$ cat config.mk
export PLATFORM = sky130hd
export DESIGN_NAME = controlador_bin_bcd_display
export DESIGN_NICKNAME = d
export VERILOG_FILES = /design/src/rtl/controlador_bin_bcd_display_pkg.sv /design/src/rtl/controlador_bin_bcd_display_ajuste_bcd.sv /design/src/rtl/controlador_bin_bcd_display.sv
export SDC_FILE = /design/constraint.sdc
export NUM_CORES = 1
export LEC_CHECK = 0
export ABC_AREA = 1
export CAP_MARGIN = 15
export CORE_MARGIN = 2
export CORE_UTILIZATION = 43
export DETAILED_ROUTE_END_ITERATION = 10
export RECOVER_POWER = 50
export SETUP_SLACK_MARGIN = 0.5
export SKIP_LAST_GASP = 1
export SLEW_MARGIN = 40
export SYNTH_ARGS = -nofsm -noshare
export SYNTH_HDL_FRONTEND = slang
export SYNTH_HIERARCHICAL = 1
export SYNTH_SLANG_ARGS = --single-unit
$ cat constraint.sdc
create_clock -name i_Clk -period 5.4 [get_ports i_Clk]
set_clock_uncertainty 0.2 [all_clocks]
set_input_delay 0.54 -clock i_Clk [delete_from_list [all_inputs] [get_ports i_Clk]]
set_output_delay 0.54 -clock i_Clk [all_outputs]
set_load 0.01 [all_outputs]
$ cat src/rtl/controlador_bin_bcd_display_pkg.sv
// ----------------------------------------------------------------------------
// controlador_bin_bcd_display_pkg: shared types, constants, digit formatting. Rev 1.0
// ----------------------------------------------------------------------------
`default_nettype none

package controlador_bin_bcd_display_pkg;

  typedef enum logic [1:0] {
    REPOSO   = 2'd0,
    DESPLAZA = 2'd1,
    FIN      = 2'd2
  } estado_t;

  localparam int ITERACIONES  = 14;
  localparam int VALOR_MAX    = 9999;
  localparam int ANCHO_BIN    = 14;
  localparam int ANCHO_NIBBLE = 4;
  localparam int NUM_DIGITOS  = 4;
  localparam int ANCHO_BCD    = ANCHO_NIBBLE * NUM_DIGITOS;
  localparam int ANCHO_CNT    = 4;

  localparam logic [ANCHO_NIBBLE-1:0] CODIGO_BLANCO_DEF = 4'hF;
  localparam logic [ANCHO_BIN-1:0]    LIMITE_BIN        = ANCHO_BIN'(VALOR_MAX);
  localparam logic [ANCHO_CNT-1:0]    CNT_INICIAL       = ANCHO_CNT'(ITERACIONES);

  // Final digit word {thousands, hundreds, tens, units}: error blanks all,
  // otherwise leading zeros are blanked from the top down, never the units.
  function automatic logic [ANCHO_BCD-1:0] formatea_digitos(
    input logic [ANCHO_BCD-1:0]    bcd,
    input logic                    suprime,
    input logic                    error,
    input logic [ANCHO_NIBBLE-1:0] blanco
  );
    logic [ANCHO_BCD-1:0] r;
    logic                 lider;
    r     = bcd;
    lider = suprime;
    if (error) begin
      r = {NUM_DIGITOS{blanco}};
    end else begin
      for (int i = NUM_DIGITOS - 1; i >= 1; i--) begin
        if (lider && (r[ANCHO_NIBBLE*i +: ANCHO_NIBBLE] == '0)) begin
          r[ANCHO_NIBBLE*i +: ANCHO_NIBBLE] = blanco;
        end else begin
          lider = 1'b0;
        end
      end
    end
    return r;
  endfunction

endpackage

`default_nettype wire

$ cat src/rtl/controlador_bin_bcd_display_ajuste_bcd.sv
// ----------------------------------------------------------------------------
// ajuste_bcd: double-dabble correction, adds 3 to a nibble that is >= 5. Rev 1.0
// ----------------------------------------------------------------------------
`default_nettype none

module ajuste_bcd
  import controlador_bin_bcd_display_pkg::*;
(
  input  logic [ANCHO_NIBBLE-1:0] i_Nibble,
  output logic [ANCHO_NIBBLE-1:0] o_Nibble
);

  always_comb begin
    o_Nibble = i_Nibble;
    if (i_Nibble >= 4'd5) begin
      o_Nibble = i_Nibble + 4'd3;
    end
  end

endmodule

`default_nettype wire

$ cat src/rtl/controlador_bin_bcd_display.sv
// ----------------------------------------------------------------------------
// controlador_bin_bcd_display: start/busy/done binary-to-4-digit-BCD sequencer. Rev 1.0
// ----------------------------------------------------------------------------
`default_nettype none

module controlador_bin_bcd_display
  import controlador_bin_bcd_display_pkg::*;
#(
  parameter bit                      SUPRIME_CEROS = 1'b0,
  parameter logic [ANCHO_NIBBLE-1:0] CODIGO_BLANCO = CODIGO_BLANCO_DEF
) (
  input  logic                    i_Clk,
  input  logic                    i_Rst,
  input  logic [ANCHO_BIN-1:0]    i_Dato,
  input  logic                    i_Inicio,
  output logic                    o_Ocupado,
  output logic                    o_Listo,
  output logic                    o_Error,
  output logic [ANCHO_NIBBLE-1:0] o_Digito_1,
  output logic [ANCHO_NIBBLE-1:0] o_Digito_2,
  output logic [ANCHO_NIBBLE-1:0] o_Digito_3,
  output logic [ANCHO_NIBBLE-1:0] o_Digito_4
);

  estado_t                estado_q;
  logic [ANCHO_BIN-1:0]   bin_q;
  logic [ANCHO_BCD-1:0]   bcd_q;
  logic [ANCHO_CNT-1:0]   cnt_q;
  logic                   fuera_q;
  logic                   ocupado_q;
  logic                   listo_q;
  logic                   error_q;
  logic [ANCHO_BCD-1:0]   digitos_q;

  logic [ANCHO_BCD-1:0]   bcd_aj_d;
  logic [ANCHO_BCD-1:0]   digitos_d;

  generate
    for (genvar g = 0; g < NUM_DIGITOS; g++) begin : g_ajuste
      ajuste_bcd u_ajuste (
        .i_Nibble (bcd_q[ANCHO_NIBBLE*g +: ANCHO_NIBBLE]),
        .o_Nibble (bcd_aj_d[ANCHO_NIBBLE*g +: ANCHO_NIBBLE])
      );
    end
  endgenerate

  always_comb begin
    digitos_d = formatea_digitos(bcd_q, SUPRIME_CEROS, fuera_q, CODIGO_BLANCO);
  end

  always_ff @(posedge i_Clk or posedge i_Rst) begin
    if (i_Rst) begin
      estado_q  <= REPOSO;
      bin_q     <= '0;
      bcd_q     <= '0;
      cnt_q     <= '0;
      fuera_q   <= 1'b0;
      ocupado_q <= 1'b0;
      listo_q   <= 1'b0;
      error_q   <= 1'b0;
      digitos_q <= '0;
    end else begin
      listo_q <= 1'b0;
      case (estado_q)
        REPOSO: begin
          if (i_Inicio) begin
            bin_q     <= i_Dato;
            bcd_q     <= '0;
            cnt_q     <= CNT_INICIAL;
            fuera_q   <= (i_Dato > LIMITE_BIN);
            ocupado_q <= 1'b1;
            estado_q  <= DESPLAZA;
          end
        end
        DESPLAZA: begin
          {bcd_q, bin_q} <= {bcd_aj_d[ANCHO_BCD-2:0], bin_q, 1'b0};
          // A carry out of the thousands digit also means the value cannot fit.
          fuera_q <= fuera_q | bcd_aj_d[ANCHO_BCD-1];
          cnt_q   <= cnt_q - 1'b1;
          if (cnt_q == 4'd1) begin
            estado_q <= FIN;
          end
        end
        FIN: begin
          digitos_q <= digitos_d;
          error_q   <= fuera_q;
          listo_q   <= 1'b1;
          ocupado_q <= 1'b0;
          estado_q  <= REPOSO;
        end
        default: begin
          estado_q <= REPOSO;
        end
      endcase
    end
  end

  assign o_Ocupado  = ocupado_q;
  assign o_Listo    = listo_q;
  assign o_Error    = error_q;
  assign o_Digito_1 = digitos_q[3:0];
  assign o_Digito_2 = digitos_q[7:4];
  assign o_Digito_3 = digitos_q[11:8];
  assign o_Digito_4 = digitos_q[15:12];

endmodule

`default_nettype wire

; ---- Word level (Yosys, flattened, before mapping)
; Index checks and enable logic that the tools add are counted.
[totals]
output_inout_bits = 19
regBits = 56
input_bits = 17
[op_classes]
n_reduce_logical = 10
bitwise = 1
muxes = 26
magnitude_cmp = 5
n_addsub = 5
eq_ne = 5
[op_table]
columns = op, count
row1 = $mux 4, 9
row2 = $pmux 16 s2, 1
row3 = $pmux 14 s2, 1
row4 = $add 4x2->4 const B, 4
row5 = $ge 4x3->1 const B, 4
row6 = $mux 16, 1
row7 = $gt 14x14->1 const B, 1
row8 = $mux 14, 1
row9 = $logic_not 4->1, 2
row10 = $mux 8, 1
row11 = $pmux 4 s2, 1
row12 = $mux 1, 6
row13 = $reduce_and 2->1, 3
row14 = $eq 4x1->1 const B, 1
row15 = $mux 2, 2
row16 = $ne 2x2->1 const B, 2
row17 = $pmux 1 s2, 2
row18 = $pmux 2 s2, 1
row19 = $reduce_bool 2->1, 2
row20 = $sub 4x1->4 const B, 1
row21 = $eq 2x1->1 const B, 1
row22 = $eq 2x2->1 const B, 1
row23 = $logic_and 1x1->1, 2
row24 = $logic_not 2->1, 1
row25 = $or 1x1->1, 1

; ---- Logic depth before layout (Yosys ltp)
; Gate-level depths: netlist (run 1).
[logic_depth]
ltp_word = 7
ltp_mapped = 10
depth_no_buf = 10

; ---- Modules after synthesis
; Netlist (run 1), hierarchy kept.
[modules_own_cells]
columns = module, cells_per_inst, area_each_um2, n_inst
row1 = controlador_bin_bcd_display, 269, 2357.3, 1
row2 = ajuste_bcd, 23, 135.1, 4

; ---- Worst setup path before layout (run 1)
; No wires, ideal clock.
[synth_timing]
kind = register to register
start = reg bcd_q[12]
end = reg fuera_q
period_less_slack_ps = 1502
path_stages_with_launch = 10
path_buffers = 0
setup_slack_ps = 3898
arrival_ps = 1183
required_time_ps = 5081
path_cell_list = dfrtp_1 inv_1 ha_1 nor2_4 nor2_4 a21oi_2 nor2_1 nor2_1 a21oi_1 nand2_1
[synth_between]
elab_chain_len = 4
elab_cells_between_ends = 5
classes_between = 1 x add/sub / 1 x order compare / 2 x mux / 1 x bitwise
[synth_rtl]
columns = item, line
row1 = start: declaration, controlador_bin_bcd_display.sv:27  ; logic [ANCHO_BCD-1:0] bcd_q;
row2 = start signal: assignment, controlador_bin_bcd_display.sv:76  ; {bcd_q, bin_q} <= {bcd_aj_d[ANCHO_BCD-2:0], bin_q, 1'b0};
row3 = $add 4x2->4 or $ge 4x3->1 (tied branches), "controlador_bin_bcd_display_ajuste_bcd.sv:16, controlador_bin_bcd_display_ajuste_bcd.sv:15"
row4 = $mux 4 (*), controlador_bin_bcd_display_ajuste_bcd.sv:15  ; if (i_Nibble >= 4'd5) begin
row5 = via bcd_aj_d[15], controlador_bin_bcd_display.sv:35  ; logic [ANCHO_BCD-1:0] bcd_aj_d;
row6 = $or 1x1->1 (*), controlador_bin_bcd_display.sv:78  ; fuera_q <= fuera_q | bcd_aj_d[ANCHO_BCD-1];
row7 = $pmux 1 s2 (*), controlador_bin_bcd_display.sv:64  ; case (estado_q)
row8 = end signal: assignment, controlador_bin_bcd_display.sv:70  ; fuera_q <= (i_Dato > LIMITE_BIN);
row9 = end signal: assignment, controlador_bin_bcd_display.sv:78
row10 = end: declaration, controlador_bin_bcd_display.sv:29  ; logic fuera_q;
; Mark *: on every way through the listed nets, which the timed path passes. The rest lies on a longest branch.
; A chain may end at the register's enable or synchronous reset.

; ---- Final worst setup path (run 1)
[layout_timing]
start = reg estado_q[1]
end = reg bin_q[9]
[layout_between]
elab_chain_len = 3
elab_cells_between_ends = 6
classes_between = 2 x eq/ne / 1 x mux / 3 x reduce/logical
[layout_rtl]
columns = item, line
row1 = start: declaration, controlador_bin_bcd_display.sv:25  ; estado_t estado_q;
row2 = start signal: assignment, controlador_bin_bcd_display.sv:53  ; estado_q <= REPOSO;
row3 = start signal: assignment, controlador_bin_bcd_display.sv:72  ; estado_q <= DESPLAZA;
row4 = start signal: assignment, controlador_bin_bcd_display.sv:81  ; estado_q <= FIN;
row5 = $eq 2x1->1 or $logic_not 2->1 (tied branches), controlador_bin_bcd_display.sv:64
row6 = $reduce_bool 2->1 (no line) or $ne 2x2->1 (tied branches), n/a
row7 = $reduce_and 2->1 (no line), n/a
row8 = end signal: assignment, controlador_bin_bcd_display.sv:67  ; bin_q <= i_Dato;
row9 = end signal: assignment, controlador_bin_bcd_display.sv:76
row10 = end: declaration, controlador_bin_bcd_display.sv:26  ; logic [ANCHO_BIN-1:0] bin_q;
; Several ways; a longest one is shown, not always the timed one.

==> results.toml, run 1 <==
[run_status]
status = "complete, no violations"

[yosys]
synth_cells = 361
postSynthAreaPerCell_um2 = 8.03
yosysTopAreaCell = "dfrtp_1"
yosys_warnings = 6
synthSimpleGateAreaFrac_pct = 26.0
ys_seq_area_share_pct = 48.4
synth_area_leaders = "dfrtp_1, nand2_1, nor2_1, inv_1, ha_1"
synth_xor_area_share_pct = 0
synth_top_family_by_area = "simple AND/OR/NAND/NOR gates"
syn_area_um2 = 2900
yosys.cell_types.count = 23
ys_ff_latch = 56
synth_mux_area_share_pct = 0
synth-compound-area-share_pct = 12.0
synth_top_area_share_pct = 48.4
synth_fa_ha_area_share_pct = 4.32
synth_fp_nets = 388

[setup_path]
cp-start-kind = "flip-flop"
critPathCaptureType = "flip-flop"
r2r_slack_ps = 3320
r2r-end = "bin_q[9]$_DFFE_PP0P_"
worstPathCellList = "inv_2 > nand2_1 > nand2_4 > inv_2 > nand2_1 > o21ai_0"
reg2reg_depth = 6
critPathMaxStageDelay_ps = 460
arrival_ps = 2070
slowest_stage = "nand2_4"
required_ps = 5390
path_max_fanout = 27
r2r_start = "estado_q[1]$_DFFE_PP0P_"
critPathKind = "reg2reg"

[placed_design]
place.gp.congestion = 0.807
dp_hpwl_mm = 4.12
port_buffers = 35
placed_area_um2 = 3280

[timing]
period_minus_slack_ps = 2080
timing.hold.ws_ps = 281
hold_viol_final = 0
fin_setup_tns_ps = 0
max_freq_mhz = 480
slew_violations = 0
min_period_over_period_pct = 38.6
slew_headroom_pct = 50.8
final-setup-viol-count = 0
grt_setup_unrepaired = "false"
worst_pin_slew_ps = 736

[worst_hold_path]
holdCritStartpoint = "bin_q[0]$_DFFE_PP0P_"
hold_depth = 2
holdPathEnd = "bin_q[0]$_DFFE_PP0P_"
hp-class = "reg2reg"

[layout]
antenna_cells = 0
final-seq-area_um2 = 1400
drive_above_1_share_pct = 9.34
fin_nets = 422
syn2layout_area_growth_pct = 16.3
fill_cells = 647
multi_input_area_um2 = 1220
final_area_um2 = 3370

[drt]
vias = 2288
firstDrtPassIters = 4
wl_mm = 5.78
viasPerCell = 4.84
postRouteAntennaNets = 0
wire_per_inst_um = 12.2
drc = 0
drt_iter0_drc = 123

[clocking]
cts.sinks = 56
cts_setup_buffers = 0
post_cts_resized = 0
cts_root_buf = "clkbuf_8"
cts.clk_slew.worst_paths_ps = 90
clockBufferDepth = 2
worstSkewPairLatency_ps = 310
htree_num_levels = 2
numCtsBuffers = 5
cts_hold_buf = 0
tritoncts = "done"

[grt]
grt_max_degree = 57
grt_usage_pct = 17.1
grt_pass1_wl_mm = 10.1
antenna_found_initial = 0
overflow = 0
first_global_vias = 2236

[floorplanning]
die_h_um = 86.1
die_w_um = 86.1
fp.coreArea_um2 = 6420
rows = 29
ios = 36
fp.dieArea_um2 = 7410
start_util_pct = 45.1

[power_and_ir_drop]
powerDensity_nw_per_um2 = 521
p_leak_nw = 1.60
vdd_drop_max_mv = 0.212

[flow_run]
max_cap_viol_count = 0
-- kinds of logic after synthesis --
kind of cell | Yosys count
AND/OR/NAND/NOR | 171
AO/OA/AOI/OAI | 62
buffers and inverters | 62
flip-flops | 56
adder cells (fa/ha/maj) | 10
-- power breakdown --
part           internal (W)  total, W  switching (W)
combinational      0.000323  0.000830       0.000507
clock              0.000105  0.000235       0.000130
sequential         0.000573  0.000689       0.000116
-- worst max-delay path by stage --
stage / endpoint / cells past startpoint / from / slack, ps
global placement: bin_q[9]$_DFFE_PP0P_ / 6 / i_Inicio / 3300
global route: bin_q[7]$_DFFE_PP0P_ / 6 / estado_q[1]$_DFFE_PP0P_ / 3090
finish: bin_q[9]$_DFFE_PP0P_ / 6 / estado_q[1]$_DFFE_PP0P_ / 3320
detailed placement: bin_q[9]$_DFFE_PP0P_ / 6 / i_Inicio / 3270
floorplan: bcd_q[0]$_DFFE_PP0P_ / 1 / i_Rst / 3290
CTS: o_Digito_4[3] / 1 / digitos_q[15]$_DFFE_PP0P_ / 3370
-- routing by layer --
metal | global-route usage, % | vias to the layer above | wire, µm
met5 | 0 | - | 0
met4 | 4.33 | 0 | 40
met3 | 3.46 | 4 | 139
met2 | 28.1 | 27 | 2680
met1 | 23.1 | 1070 | 2920
li1 | - | 1187 | -
-- area by class of cell --
cell class / instances / area share (%)
well taps: 77 / 2.86
repair buffers: 36 / 10.6
clock buffers: 8 / 2.67
inverters: 53 / 5.98
multi-input cells: 243 / 36.3
flip-flops and latches: 56 / 41.6
-- registers in the layout (all words and copies together), names as in the netlist --
signal / count
estado_q: 2
o_Ocupado: 1
digitos_q: 16
bcd_q: 16
o_Listo: 1
o_Error: 1
bin_q: 14
fuera_q: 1
cnt_q: 4
-- worst max-delay path, delay by kind of cell, from the launching register on --
kind                   cells  cell delay, ps
AOI/OAI and AO/OA          1              80
buffers and inverters      2             290
DFF                        1             400
and+or+nand+nor            3             980
-- stage by stage --
| stage | power [W] | utilization, % | worst slack [ps] | cells |
|---|---|---|---|---|
| 4_1_cts | 0.00177 | 52.5 | 3370 | 473 |
| 3_5_place_dp | 0.00154 | 51.1 | 3270 | 465 |
| 2_1_floorplan | 0.00135 | - | 3290 | 361 |
| 3_3_place_gp | 0.00152 | 51.1 | 3300 | 465 |
| 5_1_grt | 0.00194 | 52.5 | 3090 | 473 |
| 6_report | 0.00175 | 52.5 | 3320 | 473 |
-- synthesized netlist by cell type --
cell      instances
nand2_1          91
dfrtp_1          56
nor2_1           48
inv_1            45
o21ai_0          21
a21oi_1          18
nand3_1          13
o21ai_1          12
ha_1             10
nor2_4            9
inv_2             7
nand2_2           7
a21oi_2           4
buf_4             4
o21ai_2           4
buf_2             3
buf_6             2
o211ai_1          2
a22oi_1           1
inv_4             1
nand2_4           1
nand4_1           1
nor3_1            1
-- placed cells by master (no fill, tap or decap) --
master and count:
buf_4 1, nand4_1 1, clkbuf_1 2, a21oi_1 18
clkbuf_8 6, dlygate4sd3_1 2, o21ai_2 4, a21oi_2 4
inv_4 1, nor2_1 48, clkdlybuf4s50_1 33, clkinv_1 1
o21ai_1 12, dfrtp_1 56, nor2_4 9, o211ai_1 2
nand2_2 5, nand3_1 13, a22oi_1 1, inv_1 45
nand2_4 1, nor3_1 1, ha_1 10, nand2_1 93
inv_2 6, o21ai_0 21
Power figures use the tool's default switching activity.
==> run 2, diff against run 1 <==
--- a/config.mk
+++ b/config.mk
@@ -10,6 +10,7 @@
 export CORE_MARGIN = 2
 export CORE_UTILIZATION = 43
 export DETAILED_ROUTE_END_ITERATION = 10
+export PLACE_DENSITY = 0.67
 export RECOVER_POWER = 50
 export SETUP_SLACK_MARGIN = 0.5
 export SKIP_LAST_GASP = 1
==> constraint.sdc (replaced) <==
create_clock -name i_Clk -period 1.9 [get_ports i_Clk]
set_clock_uncertainty 0.2 [all_clocks]
set_input_delay 0.19 -clock i_Clk [delete_from_list [all_inputs] [get_ports i_Clk]]
set_output_delay 0.19 -clock i_Clk [all_outputs]
set_load 0.01 [all_outputs]
==> results.toml, run 2 (synthesis results as in run 1) <==
[drt]
viasPerCell = 4.90
drc = 0
firstDrtPassIters = 4
drt_iter0_drc = 115
wl_mm = 6.46
postRouteAntennaNets = 0
wire_per_inst_um = 12.7
vias = 2484

[setup_path]
worstPathCellList = "inv_4 > nand2_8 > nand2_1 > inv_4 > nand2_1 > o21ai_0"
critPathCaptureType = "flip-flop"
cp-start-kind = "flip-flop"
required_ps = 1900
arrival_ps = 1670
path_max_fanout = 13
critPathMaxStageDelay_ps = 420
cp_top_family = "simple AND/OR/NAND/NOR gates"
cp.buffers_inverters = 2
critPathKind = "reg2reg"
slowest_stage = "dfrtp_1"

[clocking]
htree_num_levels = 2
numCtsBuffers = 5
worstSkewPairLatency_ps = 310
cts.clk_slew.worst_paths_ps = 100
cts_hold_buf = 0
cts_root_buf = "clkbuf_8"
tritoncts = "done"
clockBufferDepth = 2
cts.sinks = 56

[timing]
final-setup-viol-count = 0
min_period_over_period_pct = 88.2
hold_viol_final = 0
fin_setup_tns_ps = 0
max_freq_mhz = 597
slew_headroom_pct = 52.8
period_minus_slack_ps = 1680
layout_setup_ws_ps = 224
worst_pin_slew_ps = 705
grt_setup_unrepaired = "true"
slew_violations = 0

[power_and_ir_drop]
powerDensity_nw_per_um2 = 1520
p_leak_nw = 1.78
p_int_w = 0.00341
sw_frac_of_total_pct = 42.1
vdd_drop_max_mv = 0.515
power_frac_comb_pct = 52.9
clkPwrFrac_pct = 13.3
seq_power_share_pct = 33.8
finalPower_w = 0.00588
p_switching_w = 0.00247

[floorplanning]
fp.dieArea_um2 = 7410
die_h_um = 86.1
die_w_um = 86.1
ios = 36
start_util_pct = 45.1
rows = 29
fp.coreArea_um2 = 6420

[grt]
antenna_found_initial = 0
grt_use_met2_pct = 29.5
grt_usage_pct = 17.5
grt_max_degree = 26
first_global_vias = 2321
grt_pass1_wl_mm = 10.5
busiest_layer = "met2"
met3_usage_pct = 3.18
gr-usage-met1_pct = 23.7
overflow = 0

[layout]
syn2layout_area_growth_pct = 33.1
drive_above_1_share_pct = 24.2
antenna_cells = 0
reg_top3 = "bcd_q: 16 flops, digitos_q: 16 flops, bin_q: 14 flops"
stdcell_count = 507
finalCoreUtilization_pct = 60.0
mostFrequentLayoutCell = "nand2_1"
layout_common_cells = "nand2_1, dfrtp_1, nor2_1, inv_1, buf_4"
fill_cells = 577
fin_nets = 456

[placed_design]
dpl_worst_slack_ps = 271
dp_hpwl_mm = 4.06
port_buffers = 35
place.gp.congestion = 0.761
dp_cells = 468

[flow_run]
max_cap_viol_count = 0

[run_status]
status = "complete, no violations"

[worst_hold_path]
hp-class = "in2async"
[run 2: cell types whose count changed in the layout (fill, tap and decap cells not counted), sizes merged]
cell | before | now
clkdlybuf4s50 | 33 | 15
clkdlybuf4s25 | 0 | 1
dlygate4sd3 | 2 | 1
clkinv | 1 | 2
clkdlybuf4s15 | 0 | 11
dlygate4sd2 | 0 | 7
buf | 1 | 33
bufinv | 0 | 1
clkinvlp | 0 | 1
inv | 52 | 51
[run 2: stage by stage]
stage | cell area (µm²) | hold slack [ps]
floorplan | 2900 | 70.5
global placement | 3350 | 259
detailed placement | 3350 | 258
CTS | 3570 | 11.5
global route | 3860 | 209
finish | 3860 | 198
[run 2: final cells by class]
| cell class | instances | area [µm²] | share of cell area [%] |
|---|---|---|---|
| Timing Repair Buffer | 70 | 657 | 17.0 |
| Inverter | 53 | 223 | 5.78 |
| Tap cell | 77 | 96.3 | 2.50 |
| Clock buffer | 6 | 72.6 | 1.88 |
| Multi-Input combinational cell | 243 | 1370 | 35.5 |
| Clock inverter | 2 | 35.0 | 0.909 |
| Sequential cell | 56 | 1410 | 36.4 |
[run 2: final timing paths]
check                                             start                    end  slack (ps)  cells past startpoint
worst max-delay path            estado_q[1]$_DFFE_PP0P_   bin_q[8]$_DFFE_PP0P_         220                      6
worst min-delay path                              i_Rst  bin_q[13]$_DFFE_PP0P_         200                      2
worst max register to register  estado_q[1]$_DFFE_PP0P_   bin_q[8]$_DFFE_PP0P_         220                      6
worst min register to register     bin_q[0]$_DFFE_PP0P_   bin_q[0]$_DFFE_PP0P_         280                      2
max in group asynchronous                         i_Rst   bin_q[5]$_DFFE_PP0P_         440                      3
min in group i_Clk                            i_Dato[0]   bin_q[0]$_DFFE_PP0P_         200                      3
[run 2: worst register-to-register path: cells and delay by family (launching register included)]
kind            cells  cell delay (ps)
simple gates        3              580
flops               1              420
buf+inv             2              290
compound gates      1               80
[run 2: per-layer routing]
metal	wire, µm	up-vias	share of wire, %
li1	-	1252	-
met1	3060	1181	47
met2	3160	43	49
met3	177	8	2.7
met4	61	0	0.94
met5	0	-	0
[run 2: power by group through the flow]
stage	registers (W)	clock network, W	logic [W]
final	0.00199	0.000781	0.00311
after floorplan	0.00193	0	0.00192
after CTS	0.00195	0.000793	0.00268
after detailed placement	0.00197	0	0.00243
after global placement	0.00197	0	0.00238
after global routing	0.00203	0.000847	0.00351
[run 2: what timing repair did]
| action | in CTS | in global routing |
|---|---|---|
| pin swaps | 15 | 18 |
| setup buffers | 10 | 20 |
| gates resized for setup | 47 | 53 |
| gates cloned | 0 | 1 |
| setup endpoints to repair | 52 | 66 |
